===== config.mk =====
export PLATFORM = sky130hd
export DESIGN_NAME = seg_disp_arbiter
export DESIGN_NICKNAME = d
export VERILOG_FILES = /design/src/rtl/seg_disp_arbiter.sv
export SDC_FILE = /design/constraint.sdc
export NUM_CORES = 1
export LEC_CHECK = 0
export CAP_MARGIN = 5
export CORE_MARGIN = 1
export CORE_UTILIZATION = 40
export CTS_BUF_LIST = sky130_fd_sc_hd__clkbuf_8 sky130_fd_sc_hd__clkbuf_16
export CTS_CLUSTER_SIZE = 30
export DETAILED_ROUTE_END_ITERATION = 10
export PLACE_DENSITY = 0.65
export RECOVER_POWER = 100
export SETUP_SLACK_MARGIN = 0.2
export SYNTH_ARGS = -nofsm -noshare
export SYNTH_HDL_FRONTEND = slang
export SYNTH_SLANG_ARGS = --single-unit

===== constraint.sdc =====
create_clock -name clk -period 4 [get_ports clk]
set_clock_uncertainty 0.15 [all_clocks]
set_input_delay 0.4 -clock clk [delete_from_list [all_inputs] [get_ports clk]]
set_output_delay 0.4 -clock clk [all_outputs]
set_load 0.05 [all_outputs]

===== src/rtl/seg_disp_arbiter.sv =====
// seg_disp_arbiter
//   Shares the 8-digit seven-segment display between three sources: the CPU
//   MMIO display register, a debug snapshot (shown for HOLD_CYC cycles) and
//   the exception code (blinking with half-period BLINK_CYC).
//   Fixed priority: exception > debug > CPU. All outputs are registered and
//   are computed from the next-state / next-register values, so an input
//   sampled at an edge is visible on the outputs right after that edge.
// Ports
//   clk, rstn             clock, asynchronous active-low reset
//   cpu_we/wdata/base     CPU display register write (1-cycle strobe)
//   dbg_req/data, dbg_ack debug snapshot handshake (level request, 1-cycle ack)
//   exc_req/exc_code      exception active (level) and its code
//   disp_data/base/src    value, radix and source selected for the scanner
//   disp_blank            blanks all digits during the exception blink-off phase
module seg_disp_arbiter #(
  parameter int HOLD_CYC  = 50_000_000,
  parameter int BLINK_CYC = 25_000_000
) (
  input  logic        clk,
  input  logic        rstn,
  input  logic        cpu_we,
  input  logic [31:0] cpu_wdata,
  input  logic        cpu_base,
  input  logic        dbg_req,
  input  logic [31:0] dbg_data,
  output logic        dbg_ack,
  input  logic        exc_req,
  input  logic [31:0] exc_code,
  output logic [31:0] disp_data,
  output logic        disp_base,
  output logic [1:0]  disp_src,
  output logic        disp_blank
);

  localparam int HW = $clog2(HOLD_CYC + 1);
  localparam int BW = $clog2(BLINK_CYC + 1);
  localparam logic [HW-1:0] HOLD_LAST  = HW'(HOLD_CYC - 1);
  localparam logic [BW-1:0] BLINK_LAST = BW'(BLINK_CYC - 1);

  // Encoding doubles as the disp_src code.
  typedef enum logic [1:0] {
    S_CPU = 2'd0,
    S_DBG = 2'd1,
    S_EXC = 2'd2
  } state_t;

  state_t        state_q, state_d;
  logic [31:0]   cpu_reg_q, cpu_reg_d;
  logic          cpu_base_q, cpu_base_d;
  logic [31:0]   dbg_reg_q, dbg_reg_d;
  logic [31:0]   exc_reg_q, exc_reg_d;
  logic [HW-1:0] hold_q, hold_d;
  logic [BW-1:0] blink_q, blink_d;
  logic          blank_q, blank_d;
  logic          ack_q, ack_d;
  logic [31:0]   data_q, data_d;
  logic          base_q, base_d;
  logic          accept;

  // The registered ack blocks an immediate re-accept of a still-high request.
  assign accept = dbg_req && !ack_q && !exc_req &&
                  (state_q == S_CPU || state_q == S_DBG);

  always_ff @(posedge clk or negedge rstn) begin
    if (!rstn) begin
      state_q    <= S_CPU;
      cpu_reg_q  <= '0;
      cpu_base_q <= 1'b0;
      dbg_reg_q  <= '0;
      exc_reg_q  <= '0;
      hold_q     <= '0;
      blink_q    <= '0;
      blank_q    <= 1'b0;
      ack_q      <= 1'b0;
      data_q     <= '0;
      base_q     <= 1'b0;
    end else begin
      state_q    <= state_d;
      cpu_reg_q  <= cpu_reg_d;
      cpu_base_q <= cpu_base_d;
      dbg_reg_q  <= dbg_reg_d;
      exc_reg_q  <= exc_reg_d;
      hold_q     <= hold_d;
      blink_q    <= blink_d;
      blank_q    <= blank_d;
      ack_q      <= ack_d;
      data_q     <= data_d;
      base_q     <= base_d;
    end
  end

  always_comb begin
    state_d    = state_q;
    cpu_reg_d  = cpu_reg_q;
    cpu_base_d = cpu_base_q;
    dbg_reg_d  = dbg_reg_q;
    exc_reg_d  = exc_reg_q;
    hold_d     = hold_q;
    blink_d    = '0;
    blank_d    = 1'b0;
    ack_d      = accept;
    data_d     = '0;
    base_d     = 1'b0;

    // The CPU register keeps tracking writes regardless of who owns the display.
    if (cpu_we) begin
      cpu_reg_d  = cpu_wdata;
      cpu_base_d = cpu_base;
    end

    if (exc_req) begin
      state_d   = S_EXC;
      exc_reg_d = exc_code;
      hold_d    = '0;
    end else if (accept) begin
      state_d   = S_DBG;
      dbg_reg_d = dbg_data;
      hold_d    = HOLD_LAST;
    end else begin
      case (state_q)
        S_EXC: begin
          // An interrupted snapshot is dropped, not resumed.
          state_d = S_CPU;
          hold_d  = '0;
        end
        S_DBG: begin
          if (hold_q != '0) begin
            hold_d = hold_q - HW'(1);
          end else begin
            state_d = S_CPU;
          end
        end
        default: begin
          state_d = S_CPU;
        end
      endcase
    end

    // Blink phase restarts (visible) on every entry into S_EXC.
    if (state_d == S_EXC && state_q == S_EXC) begin
      if (blink_q == BLINK_LAST) begin
        blink_d = '0;
        blank_d = ~blank_q;
      end else begin
        blink_d = blink_q + BW'(1);
        blank_d = blank_q;
      end
    end

    case (state_d)
      S_DBG:   data_d = dbg_reg_d;
      S_EXC:   data_d = exc_reg_d;
      default: begin
        data_d = cpu_reg_d;
        base_d = cpu_base_d;
      end
    endcase
  end

  assign dbg_ack    = ack_q;
  assign disp_data  = data_q;
  assign disp_base  = base_q;
  assign disp_src   = state_q;
  assign disp_blank = blank_q;

endmodule


==> results of run 1 <==
[flip-flops by register name (all words and copies together), names as in the netlist]
name / cells
cpu_reg_q: 32
dbg_reg_q: 32
disp_data: 32
exc_reg_q: 32
hold_q: 26
blink_q: 25
disp_src: 2
cpu_base_q: 1
dbg_ack: 1
disp_base: 1
disp_blank: 1
[kinds of logic after synthesis]
family,count (synthesis),share of synthesized area
DFF,185,0.569
and+or+nand+nor,182,0.117
AOI/OAI and AO/OA,142,0.115
muxes,97,0.134
buffers and inverters,51,0.0248
xor gates and xnor gates,26,0.0280
adders and majority gates,8,0.0123
[metrics by stage]
step | setup WS, ns | util | instance area [µm²] | std cells | power (mW)
after floorplan | 0.891 | - | 8140 | 691 | 2.84
after global placement | 0.590 | 0.497 | 9790 | 1067 | 3.21
after detailed placement | 0.369 | 0.497 | 9790 | 1067 | 3.25
after CTS | 0.343 | 0.525 | 10400 | 1098 | 4.84
after global routing | 0.148 | 0.524 | 10300 | 1098 | 4.97
final | 0.381 | 0.524 | 10300 | 1098 | 4.75
[synth_stat cells, types with 2 or more instances]
| master | instances | area share |
|---|---|---|
| dfrtp_1 | 185 | 0.57 |
| buf_1 | 2 | 0.00092 |
| xor2_1 | 19 | 0.020 |
| nor4_2 | 3 | 0.0046 |
| or3_1 | 4 | 0.0031 |
| or4_1 | 8 | 0.0074 |
| a22o_1 | 12 | 0.013 |
| inv_2 | 2 | 0.00092 |
| o31ai_1 | 4 | 0.0037 |
| nor3_1 | 5 | 0.0031 |
| o21a_1 | 2 | 0.0018 |
| a22oi_1 | 32 | 0.030 |
| a21oi_1 | 7 | 0.0043 |
| ha_1 | 8 | 0.012 |
| mux2_1 | 15 | 0.021 |
| o2bb2ai_1 | 2 | 0.0022 |
| and2_1 | 2 | 0.0015 |
| xnor2_1 | 7 | 0.0075 |
| nand2b_1 | 3 | 0.0023 |
| mux2_2 | 82 | 0.11 |
| buf_2 | 8 | 0.0049 |
| o41ai_1 | 2 | 0.0022 |
| and3_1 | 8 | 0.0061 |
| a41o_1 | 3 | 0.0037 |
| o211ai_1 | 2 | 0.0018 |
| a221o_1 | 3 | 0.0037 |
| inv_1 | 10 | 0.0046 |
| o21ai_1 | 45 | 0.028 |
| clkbuf_1 | 29 | 0.013 |
| a31oi_1 | 4 | 0.0031 |
| nand3_1 | 15 | 0.0092 |
| nor4_1 | 7 | 0.0054 |
| nand2_1 | 50 | 0.023 |
| and4_1 | 2 | 0.0022 |
| or2_1 | 5 | 0.0038 |
| nand4_1 | 12 | 0.0092 |
| o22ai_1 | 5 | 0.0038 |
| o21ai_0 | 13 | 0.0080 |
| nor2_1 | 46 | 0.021 |
| nor4b_1 | 3 | 0.0032 |
[report_power, final]
group / switching (mW) / internal, mW
clock network: 0.734 / 0.851
logic: 0.610 / 0.389
registers: 0.0811 / 2.08
total: 1.42 / 3.32
[final cells by class]
cell class	count	area, µm²
clock inverter	10	85.1
sequential	185	4630
timing repair buffer	151	1460
tap	265	332
inverter	12	45.0
clock buffer	20	467
fill	1746	9380
multi-input combinational	455	3310
[final timing paths]
| path | start | to | slack [ns] |
|---|---|---|---|
| min in group asynchronous | rstn | disp_data[20] | 0.35 |
| worst max register to register | hold_q[10] | hold_q[25] | 0.38 |
| worst max-delay path | hold_q[10] | hold_q[25] | 0.38 |
| max in group asynchronous | rstn | exc_reg_q[10] | 0.94 |
| worst min register to register | cpu_reg_q[26] | cpu_reg_q[26] | 0.33 |
| worst min-delay path | cpu_reg_q[26] | cpu_reg_q[26] | 0.33 |
[routing by layer]
metal	vias to the layer above	share of wire	track usage	routed length, µm
met5	-	0	0	0
met4	0	0.015	0.0731	301
met3	28	0.067	0.0589	1340
met2	199	0.50	0.351	9880
met1	3009	0.42	0.255	8440
li1	2758	-	-	-
[repair_timing]
action / CTS / global route
buffers inserted: 0 / 0
hold endpoints to repair: 55 / 0
resized for setup: 0 / 1
endpoints found under the setup margin: 0 / 25
hold buffers: 1 / 0
==> impl_metrics.env, run 1 <==
export IMPL_p_leak_nw=4.39
export IMPL_synthesis_area_um2=8140
export IMPL_status="complete, but fails checks"
export IMPL_rsz0062_at_grt="false"
export IMPL_holdWs_ns=0.334
export IMPL_slew_violations=116
export IMPL_chipHeight_um=145
export IMPL_syn_avg_cell_area_um2=11.8
export IMPL_period_share=0.905
export IMPL_pwr_density_cell_nw_per_um2=459
export IMPL_slowest_stage="o21ai_0"
export IMPL_wl_per_cell_um=18.2
export IMPL_rows=51
export IMPL_drc=0
export IMPL_wirelength_um=20000
export IMPL_synth_cell_types=55
export IMPL_grt_pass1_wl_um=33100
export IMPL_drt_pass1_iter_count=5
export IMPL_r2r_cells=6
export IMPL_drtAntennaViolNets=0
export IMPL_synth_edff_count=0
export IMPL_cts_tree="yes"
export IMPL_final_cell_mix="dfrtp_1, clkdlybuf4s50_1, mux2_1"
export IMPL_htree_levels=4
export IMPL_finalSetupViolCount=0
export IMPL_ir_drop_mv=0.306
export IMPL_worstPathCellList="nor4_2 -> nand4_1 -> o21ai_0 -> a21oi_1 -> buf_4 -> a221o_1"
export IMPL_fmax_ghz=0.276
export IMPL_worstPathRequired_ns=4.15
export IMPL_core_region_area_um2=19700
export IMPL_portBuffers=138
export IMPL_antenna_found_initial=0
export IMPL_vias_per_cell=5.46
export IMPL_gp_congestion=0.856
export IMPL_hp_class="reg2reg"
export IMPL_cts_made_buffers=17
export IMPL_crit_family="compound AO/OA/AOI/OAI gates"
export IMPL_cts_buffer_depth=2
export IMPL_timing_worst_slew_pin_value_ns=2.15
export IMPL_grt_total_usage=0.209
export IMPL_worstPathMaxFanout=12
export IMPL_die_w_um=145
export IMPL_diodes=0
export IMPL_cts_clk_slew_worst_paths_ns=0.06
export IMPL_vias=5994
export IMPL_cts_sinks=185
export IMPL_grt_pass1_vias=6557
export IMPL_grt_start_max_net_pins=59
export IMPL_synthesis_instances=691
export IMPL_area_growth_pct=27.0
export IMPL_drive_gt1_frac=0.104
export IMPL_critPathKind="reg2reg"
export IMPL_ys_warnings_count=0
export IMPL_arrival_ns=3.77
export IMPL_cts_root_buffer="clkbuf_16"
export IMPL_ys_flop_type="dfrtp_1"
export IMPL_cap_violations=3
export IMPL_fin_nets=932
export IMPL_synth_seq_cells=185
export IMPL_cp_buffers_inverters=1
export IMPL_layout_commonest_cell="dfrtp_1"
export IMPL_layout_min_cycle_time_ns=3.62
export IMPL_cpPeakStageDelay_ns=1.12
export IMPL_final_hold_viol_count=0
export IMPL_cp_end_kind="register"
export IMPL_dpl_hpwl_um=13800
export IMPL_tns_ns=0
export IMPL_holdPathStages=1
export IMPL_clkLatencyLatePin_ns=0.43
export IMPL_maxSlewHeadroom=-0.434
export IMPL_start_util=0.413
export IMPL_ys_seq_area_frac=0.569
export IMPL_synthArstFlopShare=1.00
export IMPL_startpoint_type="register"
export IMPL_ioPinCount=139
export IMPL_syn_num_nets=801
export IMPL_violations="capacitance limit, slew limit"
export IMPL_overflow=0
export IMPL_drt_iter0_markers=331
export IMPL_die_area_um2=20900
export IMPL_cp_depth=6
(Power assumes the default switching activity.)
==> inputs of run 2 (changes only) <==
--- a/config.mk
+++ b/config.mk
@@ -9,6 +9,7 @@
 export CORE_MARGIN = 1
 export CORE_UTILIZATION = 40
 export CTS_BUF_LIST = sky130_fd_sc_hd__clkbuf_8 sky130_fd_sc_hd__clkbuf_16
+export CTS_CLUSTER_DIAMETER = 50
 export CTS_CLUSTER_SIZE = 30
 export DETAILED_ROUTE_END_ITERATION = 10
 export PLACE_DENSITY = 0.65
==> results of run 2 <==
Same layout as run 1: the final DEF is identical, and so are final timing and power.
==> inputs of run 3 (changes only) <==
--- a/config.mk
+++ b/config.mk
@@ -7,14 +7,15 @@
 export LEC_CHECK = 0
 export CAP_MARGIN = 5
 export CORE_MARGIN = 1
-export CORE_UTILIZATION = 40
+export CORE_UTILIZATION = 30
 export CTS_BUF_LIST = sky130_fd_sc_hd__clkbuf_8 sky130_fd_sc_hd__clkbuf_16
 export CTS_CLUSTER_DIAMETER = 50
 export CTS_CLUSTER_SIZE = 30
 export DETAILED_ROUTE_END_ITERATION = 10
-export PLACE_DENSITY = 0.65
+export PLACE_DENSITY = 0.52
 export RECOVER_POWER = 100
 export SETUP_SLACK_MARGIN = 0.2
 export SYNTH_ARGS = -nofsm -noshare
 export SYNTH_HDL_FRONTEND = slang
 export SYNTH_SLANG_ARGS = --single-unit
+export TNS_END_PERCENT = 100
==> impl_metrics.env, run 3 (same netlist as run 1, synthesis figures left out) <==
export IMPL_drtAntennaViolNets=0
export IMPL_drc=0
export IMPL_n_fill_cell=2549
export IMPL_gp_congestion=0.813
export IMPL_switching_share=0.307
export IMPL_setup_slack_ns=0.533
export IMPL_grt_start_max_net_pins=99
export IMPL_vias_per_cell=4.95
export IMPL_worstPathMaxFanout=23
export IMPL_holdWs_ns=0.334
export IMPL_postCtsSetupBuffers=0
export IMPL_dp_slack_ns=0.721
export IMPL_seqCellArea_um2=4630
export IMPL_arrival_ns=3.66
export IMPL_critPathKind="reg2reg"
export IMPL_p_leak_nw=4.41
export IMPL_dp_cells=1139
export IMPL_overflow=0
export IMPL_cp_end_kind="register"
export IMPL_period_share=0.867
export IMPL_grt_total_usage=0.154
export IMPL_dpl_hpwl_um=14000
export IMPL_cellInternalPower_mw=3.36
export IMPL_ioPinCount=139
export IMPL_grt_pass1_wl_um=33500
export IMPL_multi_input_area_um2=3300
export IMPL_vias=5807
export IMPL_power_frac_seq=0.446
export IMPL_fin_nets=934
export IMPL_ir_drop_mv=0.231
export IMPL_portBuffers=138
export IMPL_worstPathRequired_ns=4.20
export IMPL_layout_min_cycle_time_ns=3.47
export IMPL_cts_sinks=185
export IMPL_area_growth_pct=28.4
export IMPL_die_w_um=167
export IMPL_cts_made_buffers=17
export IMPL_pwr_share_comb=0.207
export IMPL_cts_root_buffer="clkbuf_16"
export IMPL_start_util=0.309
export IMPL_drt_iter0_markers=299
export IMPL_rsz0062_at_grt="false"
export IMPL_layout_commonest_cell="dfrtp_1"
export IMPL_timing_worst_slew_pin_value_ns=2.49
export IMPL_switchingPower_mw=1.49
export IMPL_drt_pass1_iter_count=4
export IMPL_fmax_ghz=0.288
export IMPL_layoutNonFillerInstCount=1172
export IMPL_status="complete, but fails checks"
export IMPL_grt_pass1_vias=6037
export IMPL_rows=59
export IMPL_cts_clk_slew_worst_paths_ns=0.07
export IMPL_cts_resized=0
export IMPL_core_region_area_um2=26400
export IMPL_chipHeight_um=167
export IMPL_antenna_found_initial=0
export IMPL_wl_per_cell_um=17.8
export IMPL_startpoint_type="register"
export IMPL_clockPowerShare=0.347
export IMPL_finalPower_mw=4.85
export IMPL_hp_class="reg2reg"
export IMPL_holdBufCountCts=1
export IMPL_cts_tree="yes"
export IMPL_clkLatencyLatePin_ns=0.43
export IMPL_violations="capacitance limit, slew limit"
export IMPL_cap_violations=3
export IMPL_final_hold_viol_count=0
export IMPL_cts_buffer_depth=2
export IMPL_drive_gt1_frac=0.103
export IMPL_finalSetupViolCount=0
export IMPL_wirelength_um=20800
export IMPL_die_area_um2=27800
export IMPL_pwr_density_cell_nw_per_um2=464
export IMPL_tns_ns=0
export IMPL_final_cell_mix="dfrtp_1, clkdlybuf4s50_1, mux2_1"
export IMPL_slew_violations=163
export IMPL_maxSlewHeadroom=-0.662
export IMPL_htree_levels=4
## run 3: changes by cell type in the layout (fill, tap and decap cells not counted), moves of 2 or more
cell      before  now
clkinv_4       3    0
mux2_1        61   65
buf_4          5    7
o21ai_1        4   18
clkbuf_2       2    4
mux2_2        36   32
o21ai_0       54   40
clkbuf_8       3    0
inv_8          0    4
## run 3: routing by layer
metal / up-vias / wire length, µm / global-route usage
met1: 2907 / 9460 / 0.201
li1: 2762 / - / -
met5: - / 0 / 0
met2: 124 / 9680 / 0.242
met4: 0 / 218 / 0.0419
met3: 14 / 1470 / 0.0566
## run 3: worst paths after layout
| path | slack (ns) | end | cells past startpoint | startpoint |
|---|---|---|---|---|
| max | 0.53 | disp_data[29] | 9 | hold_q[10] |
| min | 0.33 | cpu_base_q | 1 | cpu_base_q |
| max reg2reg | 0.53 | disp_data[29] | 9 | hold_q[10] |
| min reg2reg | 0.33 | cpu_base_q | 1 | cpu_base_q |
| max in group asynchronous | 0.91 | exc_reg_q[8] | 3 | rstn |
| min in group asynchronous | 1.13 | disp_data[25] | 2 | rstn |
## run 3: area by class of cell
class,instances,share of cell area
clock buffer,17,0.0407
antenna,1,0.000239
inverter,12,0.00431
timing repair buffer,153,0.141
clock inverter,14,0.0148
multi-input combinational,455,0.316
sequential,185,0.443
tap,335,0.0401
## run 3: power by group through the flow
stage | sequential, mW | combinational, mW | clock, mW
finish | 2.16 | 1.00 | 1.68
detailed placement | 2.20 | 1.06 | 0
global placement | 2.20 | 1.06 | 0
floorplan | 2.35 | 0.489 | 0
CTS | 2.17 | 1.06 | 1.73
global route | 2.19 | 1.09 | 1.80
## run 3: critical path, stage by stage, from the launching register on
cell	delay, ns
dfrtp_1	0.44
nor4_1	0.61
nand4_2	0.32
or2_0	0.34
a41o_1	0.27
inv_1	0.06
ha_1	0.49
buf_4	0.41
a22oi_1	0.10
o21ai_0	0.18
## run 3: stage by stage
step | util | cell area [µm²]
6_report | 0.397 | 10500
5_1_grt | 0.397 | 10500
4_1_cts | 0.398 | 10500
3_5_place_dp | 0.376 | 9900
3_3_place_gp | 0.376 | 9900
2_1_floorplan | - | 8140
